### config.mk
export PLATFORM = sky130hd
export DESIGN_NAME = sha1_wb_master
export DESIGN_NICKNAME = d
export VERILOG_FILES = /design/src/rtl/sha1_wb_master.sv
export SDC_FILE = /design/constraint.sdc
export NUM_CORES = 1
export LEC_CHECK = 0
export CAP_MARGIN = 20
export CORE_MARGIN = 4
export CORE_UTILIZATION = 46
export CTS_CLUSTER_DIAMETER = 80
export DETAILED_ROUTE_END_ITERATION = 7
export HOLD_SLACK_MARGIN = 0.02
export PLACE_DENSITY = 0.86
export SLEW_MARGIN = 20
export SYNTH_ARGS = -nofsm -noshare
export SYNTH_HDL_FRONTEND = slang
export SYNTH_SLANG_ARGS = --single-unit
export TNS_END_PERCENT = 5
### constraint.sdc
create_clock -name wb_clk_i -period 2.6 [get_ports wb_clk_i]
set_clock_uncertainty 0.15 [all_clocks]
set_input_delay 0.52 -clock wb_clk_i [delete_from_list [all_inputs] [get_ports wb_clk_i]]
set_output_delay 0.52 -clock wb_clk_i [all_outputs]
set_load 0.01 [all_outputs]
### src/rtl/sha1_wb_master.sv
// sha1_wb_master
// Wishbone classic single-transfer initiator that sequences one SHA-1 block
// through the sha1_wb peripheral: it streams 16 message words into the
// peripheral, writes CTRL to start the hash, polls STATUS until done, reads
// the five digest words back and offers them on a valid/ready output.
//
// Ports
//   wb_clk_i, wb_rst_i        clock, synchronous active-high reset
//   msg_valid/msg_data/msg_ready  message word stream, W0 first
//   wbm_*                      Wishbone classic master port (all registered)
//   digest_o/digest_valid/digest_ready  digest {H0..H4}, H0 in [159:128]
//   busy                       any state other than IDLE and ERR
//   error                      sticky; ack timeout or poll exhaustion
module sha1_wb_master #(
   parameter logic [31:0] BASE_ADDR   = 32'h3000_0000,
   parameter int          ACK_TIMEOUT = 16,
   parameter int          POLL_GAP    = 4,
   parameter int          POLL_MAX    = 1024
) (
   input  logic         wb_clk_i,
   input  logic         wb_rst_i,
   input  logic         msg_valid,
   input  logic [31:0]  msg_data,
   output logic         msg_ready,
   output logic         wbm_cyc_o,
   output logic         wbm_stb_o,
   output logic         wbm_we_o,
   output logic [3:0]   wbm_sel_o,
   output logic [31:0]  wbm_adr_o,
   output logic [31:0]  wbm_dat_o,
   input  logic [31:0]  wbm_dat_i,
   input  logic         wbm_ack_i,
   output logic [159:0] digest_o,
   output logic         digest_valid,
   input  logic         digest_ready,
   output logic         busy,
   output logic         error
);

   localparam int TO_W = $clog2(ACK_TIMEOUT + 1);
   localparam int PG_W = $clog2(POLL_GAP + 1);
   localparam int PM_W = $clog2(POLL_MAX + 1);

   typedef enum logic [2:0] {
      S_IDLE, S_WR_MSG, S_WR_START, S_POLL, S_RD_DIG, S_OUT, S_ERR
   } state_t;

   state_t         state_q, state_d;
   logic           cyc_q, cyc_d;
   logic           we_q, we_d;
   logic [3:0]     sel_q, sel_d;
   logic [31:0]    adr_q, adr_d;
   logic [31:0]    dat_q, dat_d;
   logic [4:0]     wcnt_q, wcnt_d;
   logic [2:0]     dcnt_q, dcnt_d;
   logic [PM_W-1:0] pcnt_q, pcnt_d;
   logic [PG_W-1:0] gap_q, gap_d;
   logic [TO_W-1:0] to_q, to_d;
   logic [159:0]   digest_q, digest_d;
   logic           dvalid_q, dvalid_d;
   logic           error_q, error_d;
   logic           msg_ready_q, msg_ready_d;
   logic           busy_q, busy_d;

   // An ack only counts while our strobe is up.
   logic ack, timeout, accept, poll_last;
   assign ack       = cyc_q & wbm_ack_i;
   assign timeout   = cyc_q & ~wbm_ack_i & (to_q == TO_W'(ACK_TIMEOUT - 1));
   assign accept    = msg_valid & msg_ready_q;
   assign poll_last = (pcnt_q == PM_W'(POLL_MAX - 1));

   always_ff @(posedge wb_clk_i) begin
      if (wb_rst_i) state_q <= S_IDLE;
      else          state_q <= state_d;
   end

   always_comb begin
      state_d = state_q;
      if (timeout) begin
         state_d = S_ERR;
      end else begin
         case (state_q)
            S_IDLE:     if (accept) state_d = S_WR_MSG;
            S_WR_MSG:   if (ack && wcnt_q == 5'd16) state_d = S_WR_START;
            S_WR_START: if (ack) state_d = S_POLL;
            S_POLL: begin
               if (ack) begin
                  if (wbm_dat_i[0])   state_d = S_RD_DIG;
                  else if (poll_last) state_d = S_ERR;
               end
            end
            S_RD_DIG:   if (ack && dcnt_q == 3'd4) state_d = S_OUT;
            S_OUT:      if (digest_ready) state_d = S_IDLE;
            default:    state_d = S_ERR;
         endcase
      end
   end

   always_comb begin
      cyc_d    = cyc_q;
      we_d     = we_q;
      sel_d    = sel_q;
      adr_d    = adr_q;
      dat_d    = dat_q;
      wcnt_d   = wcnt_q;
      dcnt_d   = dcnt_q;
      pcnt_d   = pcnt_q;
      gap_d    = gap_q;
      to_d     = to_q;
      digest_d = digest_q;
      dvalid_d = dvalid_q;
      error_d  = error_q;

      // Transfer in flight: hold everything until ack or timeout.
      if (cyc_q) begin
         if (wbm_ack_i || timeout) begin
            cyc_d = 1'b0;
            sel_d = 4'h0;
            to_d  = '0;
            if (timeout) error_d = 1'b1;
         end else begin
            to_d = to_q + 1'b1;
         end
      end

      // Launches only happen with the bus idle, which also yields the
      // mandatory idle cycle after each ack.
      case (state_q)
         S_IDLE, S_WR_MSG: begin
            if (accept) begin
               cyc_d  = 1'b1;
               we_d   = 1'b1;
               sel_d  = 4'hF;
               adr_d  = BASE_ADDR + 32'h10 + {25'd0, wcnt_q, 2'b00};
               dat_d  = msg_data;
               wcnt_d = wcnt_q + 5'd1;
            end
         end
         S_WR_START: begin
            if (!cyc_q) begin
               cyc_d = 1'b1;
               we_d  = 1'b1;
               sel_d = 4'hF;
               adr_d = BASE_ADDR;
               dat_d = 32'h1;
            end
         end
         S_POLL: begin
            if (ack && !wbm_dat_i[0]) begin
               if (pcnt_q != PM_W'(POLL_MAX)) pcnt_d = pcnt_q + 1'b1;
               if (poll_last) error_d = 1'b1;
               // Loaded one short: the launch cycle itself is the last idle one.
               gap_d = PG_W'(POLL_GAP - 1);
            end else if (!cyc_q) begin
               if (gap_q != '0) begin
                  gap_d = gap_q - 1'b1;
               end else begin
                  cyc_d = 1'b1;
                  we_d  = 1'b0;
                  sel_d = 4'hF;
                  adr_d = BASE_ADDR + 32'h4;
               end
            end
         end
         S_RD_DIG: begin
            if (ack) begin
               case (dcnt_q)
                  3'd0:    digest_d[159:128] = wbm_dat_i;
                  3'd1:    digest_d[127:96]  = wbm_dat_i;
                  3'd2:    digest_d[95:64]   = wbm_dat_i;
                  3'd3:    digest_d[63:32]   = wbm_dat_i;
                  default: digest_d[31:0]    = wbm_dat_i;
               endcase
               if (dcnt_q != 3'd7) dcnt_d = dcnt_q + 3'd1;
               if (dcnt_q == 3'd4) dvalid_d = 1'b1;
            end else if (!cyc_q) begin
               cyc_d = 1'b1;
               we_d  = 1'b0;
               sel_d = 4'hF;
               adr_d = BASE_ADDR + 32'h50 + {27'd0, dcnt_q, 2'b00};
            end
         end
         S_OUT: begin
            if (digest_ready) begin
               dvalid_d = 1'b0;
               wcnt_d   = '0;
               dcnt_d   = '0;
               pcnt_d   = '0;
               gap_d    = '0;
            end
         end
         default: ;
      endcase

      msg_ready_d = (state_d == S_IDLE) ||
                    (state_d == S_WR_MSG && !cyc_d && wcnt_d < 5'd16);
      busy_d      = (state_d != S_IDLE) && (state_d != S_ERR);
   end

   always_ff @(posedge wb_clk_i) begin
      if (wb_rst_i) begin
         cyc_q       <= 1'b0;
         we_q        <= 1'b0;
         sel_q       <= 4'h0;
         adr_q       <= 32'h0;
         dat_q       <= 32'h0;
         wcnt_q      <= '0;
         dcnt_q      <= '0;
         pcnt_q      <= '0;
         gap_q       <= '0;
         to_q        <= '0;
         digest_q    <= '0;
         dvalid_q    <= 1'b0;
         error_q     <= 1'b0;
         msg_ready_q <= 1'b0;
         busy_q      <= 1'b0;
      end else begin
         cyc_q       <= cyc_d;
         we_q        <= we_d;
         sel_q       <= sel_d;
         adr_q       <= adr_d;
         dat_q       <= dat_d;
         wcnt_q      <= wcnt_d;
         dcnt_q      <= dcnt_d;
         pcnt_q      <= pcnt_d;
         gap_q       <= gap_d;
         to_q        <= to_d;
         digest_q    <= digest_d;
         dvalid_q    <= dvalid_d;
         error_q     <= error_d;
         msg_ready_q <= msg_ready_d;
         busy_q      <= busy_d;
      end
   end

   assign wbm_cyc_o    = cyc_q;
   assign wbm_stb_o    = cyc_q;
   assign wbm_we_o     = we_q;
   assign wbm_sel_o    = sel_q;
   assign wbm_adr_o    = adr_q;
   assign wbm_dat_o    = dat_q;
   assign digest_o     = digest_q;
   assign digest_valid = dvalid_q;
   assign msg_ready    = msg_ready_q;
   assign busy         = busy_q;
   assign error        = error_q;

endmodule

==> qor.yml, run 1 <==
synth_cell_type_count: 58
wirelength_mm: 28.6
critPathMaxStageDelay_ps: 560
worst_slew_pin_slew_ps: 682
dieArea_um2: 22600
grt.busiest_layer: "met2"
synth_area_um2: 9310
vdd_ir_drop_max_mv: 0.460
drv_cap: 0
syn_inst: 1154
hold_viol_final: 0
design_area_um2: 13200
overflow: 0
min_period_ps: 2460
outcome: "completed"
worstPathMaxFanout: 15
cp_num_buf_inv: 2
ctsHtreeMaxLevel: 1
fmaxAchievable_mhz: 407
antenna_found_initial: 0
rsz0062_at_grt: "false"
end_kind: "primary output"
clk_latency_ps: 510
cts_tree: "done"
fin_setup_tns_ps: 0
totalPowerFinal_w: 0.00793
grt_pass1_wl_mm: 44.4
slew_violations: 0
cp.arrival_ps: 1790
drtIter0Drc: 449
synthFlopType: "dfxtp_1"
finalSetupViolations: 0
dp.cells: 1645
numClockSinks: 239
drt_drc_violations_left: 0
use_met3: 0.0707
crit_required_ps: 1930
synthArstFlopShare: 0
grt_max_degree: 118
grtUsageMet2: 0.423
first_pass_iters: 5
cp-start-kind: "register"
ys_seq_area_frac: 0.514
gp_congestion: 0.859
crit_family: "buffers and inverters"
drive_gt1_frac: 0.0569
leakage_nw: 4.59
postCtsHoldBufs: 0
crit_slowest_cell: "clkdlybuf4s50_1"
fin_cells: 1688
postCtsSetupBuffers: 0
num_vias: 9010
synth.ff_latch_count: 239
crit_type: "register to primary output"
fin_crit_sh: 0.946
slew_headroom: 0.541
cts_resized: 0
fp.dieW_um: 150
place_area_um2: 12400
ant_nets: 0
clk_pin_slew_ps: 60
die_h_um: 150
finalHoldWorstSlack_ps: 273
yosys_warnings: 0
syn_to_final_growth_pct: 42.0
nNetsFinal: 1492
core_um2: 19700
grt_usage: 0.241
viasPerCell: 5.34
first_global_vias: 8605
ioPinCount: 304
crit_chain: "buf_4, clkdlybuf4s50_1"
hold_class: "input port to register"
dp_hpwl_mm: 20.0
synth-edff-count: 0
routedWlPerCell_um: 16.9
clockBufferDepth: 3
diodes: 0
root_buffer: "clkbuf_16"
p_per_area_nw_per_um2: 600
cts_buffers: 25
syn_area_per_cell_um2: 8.07
grtUsageMet1: 0.286
numPortBuffers: 279
rows: 51
initial_core_util: 0.474
==> area by class of cell <==
type | instances | area [um2]
Tap cell | 265 | 332
Timing Repair Buffer | 312 | 3180
Clock buffer | 34 | 709
Clock inverter | 9 | 148
Sequential cell | 239 | 4780
Multi-Input combinational cell | 813 | 4010
Fill cell | 1529 | 6430
Inverter | 16 | 60.1
==> logic make-up after synthesis <==
kind of cell	count (synthesis)	share of synthesized area
and+or+nand+nor	494	0.223
AOI/OAI and AO/OA	267	0.163
DFF	239	0.514
buffers and inverters	125	0.0655
adders and majority gates	16	0.0215
muxes	7	0.00766
xor gates and xnor gates	5	0.00470
other	1	0.000403
==> flip-flops by register name, summed over array words and instances, names as in the netlist <==
signal	flops
to_q	5
error	1
wcnt_q	5
wbm_adr_o	7
busy	1
wbm_we_o	1
dcnt_q	3
digest_valid	1
wbm_cyc_o	1
state_q	3
pcnt_q	11
msg_ready	1
wbm_dat_o	32
digest_o	160
wbm_sel_o	4
gap_q	3
==> worst reg2reg max path, delay by kind of cell, from the launching register on <==
family | cells | cell delay, ps
and+or+nand+nor | 3 | 970
AOI/OAI and AO/OA | 2 | 790
DFF | 1 | 410
==> metrics by stage <==
stage               setup WS (ps)   util
floorplan                     430      -
global placement             22.5  0.629
detailed placement          -42.6  0.629
CTS                           121  0.673
global route                 37.0  0.673
finish                        140  0.673
==> path summary, 6_finish.rpt <==
path         cells past startpoint     startpoint       endpoint  slack, ps
max                              2      wbm_cyc_o      wbm_stb_o        140
min                              2       wb_rst_i   wbm_adr_o[5]        270
max reg2reg                      5      pcnt_q[2]      msg_ready        230
min reg2reg                      2  digest_o[125]  digest_o[125]        300
==> power by group <==
part / switching (W) / total, W / leakage (nW) / internal, W
clock: 0.00140 / 0.00370 / 0.421 / 0.00229
combinational: 0.000266 / 0.000496 / 2.23 / 0.000231
sequential: 0.0000310 / 0.00374 / 1.93 / 0.00371
==> Yosys cell counts (7+ instances only) <==
master      n  area (um2)
o21ai_0    10        50.1
nand2_1   349        1310
a21oi_1   190         951
ha_1       16         200
clkbuf_1   53         199
or3_1       7        43.8
dfxtp_1   239        4780
a22oi_1    33         248
nand3_1     9        45.0
nor3_1      8        40.0
nor2_1     69         259
buf_2      25         125
inv_1      16        60.1
buf_4      27         203
==> routing by layer <==
layer  up-vias  part of all wire
li1       4303                 -
met1      4220              0.39
met2       427              0.48
met3        60              0.10
met4         0             0.030
met5         -                 0
==> cells in the final DEF, fill, tap and decap left out, types with 7 or more instances in the layout <==
cell type / n
a22oi_1: 33
nand3_1: 9
dfxtp_1: 239
a21oi_1: 189
buf_4: 22
buf_12: 11
o21ai_0: 10
conb_1: 24
nor2_1: 69
clkdlybuf4s50_1: 278
nand2_1: 349
inv_1: 16
nor3_1: 7
or3_1: 7
ha_1: 16
clkbuf_16: 25
Note: power is estimated with default switching activity, not from simulation.
==> run 2, diff against run 1 <==
Settings changed: ABC_CLOCK_PERIOD_IN_PS from default to 2600.
==> results of run 2 <==
Final layout, timing and power as in run 1 (identical DEF).
==> run 3, diff against run 2 <==
Settings changed: GPL_TIMING_DRIVEN from default to 0.
==> qor.yml, run 3 (synthesized netlist as in run 1, its figures left out) <==
outcome: "completed"
multi_input_comb_area_um2: 4010
p_per_area_nw_per_um2: 592
crit_required_ps: 2910
grt_usage: 0.265
diodes: 0
fmaxAchievable_mhz: 403
final_common_cell: "nand2_1"
clockBufferDepth: 3
end_kind: "register"
numClockSinks: 239
drive_gt1_frac: 0.0674
critPathMostFrequentCell: "nand2_1"
r2r-start: "to_q[0]"
swShare: 0.238
gp_congestion: 0.885
antenna_found_initial: 0
fp.dieW_um: 150
combPwrFrac: 0.070
clkPwrFrac: 0.457
largest_reg_flops: 160
p_sw_w: 0.00188
cell_internal_pwr_w: 0.00602
ant_nets: 0
hold_class: "input port to register"
final_cell_mix: "349 x nand2_1, 277 x clkdlybuf4s50_1, 239 x dfxtp_1, 190 x a21oi_1, 69 x nor2_1"
first_global_vias: 9243
cts_tree: "done"
grt_pass1_wl_mm: 48.0
hold_viol_final: 0
drv_cap: 0
vdd_ir_drop_max_mv: 0.480
routedWlPerCell_um: 17.8
crit_slowest_cell: "clkbuf_1"
fin_setup_tns_ps: 0
wirelength_mm: 31.4
seq_area_um2: 4780
worst_slack_ps: 116
finalSetupViolations: 0
ioPinCount: 304
cts_buffers: 25
leakage_nw: 4.70
place_area_um2: 12500
crit_type: "input port to register"
crit_start: "wbm_ack_i"
viasPerCell: 5.37
dp.cells: 1719
rrSetupSlack_ps: 190
first_pass_iters: 7
root_buffer: "clkbuf_16"
dieArea_um2: 22600
holdCritStartpoint: "wbm_dat_i[0]"
pre_cts_ws_ps: -368
grt_max_degree: 17
power.share.sequential: 0.472
drt_drc_violations_left: 0
cp-start-kind: "input port"
clk_pin_slew_ps: 60
die_h_um: 150
initial_core_util: 0.474
overflow: 0
drtIter0Drc: 682
nNetsFinal: 1566
crit_chain: "clkdlybuf4s50_1, and2_1, buf_2, and3_1, nand2_1, clkbuf_1, nand2_1, a21oi_1"
slew_violations: 0
cp_num_buf_inv: 3
worst_slew_pin_slew_ps: 743
rows: 51
postCtsSetupBuffers: 0
cp.arrival_ps: 2790
fin_crit_sh: 0.955
critPathMaxStageDelay_ps: 560
fin_cells: 1763
numPortBuffers: 277
num_vias: 9461
ctsHtreeMaxLevel: 1
n_fill_cell: 1590
slew_headroom: 0.505
design_area_um2: 13300
crit_family: "buffers and inverters"
syn_to_final_growth_pct: 43.3
clk_latency_ps: 530
rsz0062_at_grt: "false"
post-route-util: 0.679
core_um2: 19700
dp_hpwl_mm: 23.0
min_period_ps: 2480
worstPathMaxFanout: 10
==> run 3: cell types whose count changed in the layout (fill, tap and decap cells not counted), sizes merged <==
cell	before	now
clkdlybuf4s50	278	277
buf	34	55
inv	16	20
clkinvlp	1	2
clkbuf	34	84
clkinv	4	6
bufinv	4	2
==> run 3: per-layer routing <==
layer	GRT usage	routed length [um]	vias to the layer above
li1	-	-	4449
met2	0.450	15000	499
met4	0.107	1310	0
met1	0.317	11800	4419
met3	0.0750	3360	94
met5	0	0	-
==> run 3: timing repair <==
action / CTS / global route
hold buffers: 0 / 0
resized for setup: 0 / 2
endpoints found under the setup margin: 0 / 2
==> run 3: per-stage QoR <==
step	total power (W)	hold slack, ps
3_3_place_gp	0.00435	290
5_1_grt	0.00814	221
6_report	0.00790	198
4_1_cts	0.00792	195
3_5_place_dp	0.00436	294
2_1_floorplan	0.00405	282
==> run 3: worst paths after layout <==
path                                 endpoint  depth (start not counted)
worst max-delay path            digest_o[129]                          8
worst min-delay path            digest_o[128]                          3
worst max register to register      msg_ready                          8
worst min register to register       gap_q[1]                          2
==> run 3: layout make-up <==
cell class / instances / area share
sequential: 239 / 0.359
inverter: 16 / 0.00450
timing repair buffer: 277 / 0.208
clock buffer: 30 / 0.0498
multi-input combinational: 813 / 0.300
tap: 265 / 0.0249
clock inverter: 14 / 0.0124
buffer: 109 / 0.0414
==> run 3: worst reg2reg max path: cells and delay by family (launching register included) <==
| kind | cells | cell delay [ps] |
|---|---|---|
| and+or+nand+nor | 3 | 570 |
| adders and majority gates | 2 | 420 |
| buffers and inverters | 1 | 200 |
| DFF | 1 | 340 |
| AOI/OAI and AO/OA | 2 | 610 |
==> run 3: power groups by stage <==
stage                     logic (W)  clock network, W  registers [W]
after floorplan            0.000222                 0        0.00383
after global placement     0.000538                 0        0.00381
after detailed placement   0.000543                 0        0.00381
after CTS                  0.000548           0.00364        0.00373
after global routing       0.000592           0.00381        0.00374
final                      0.000554           0.00361        0.00373
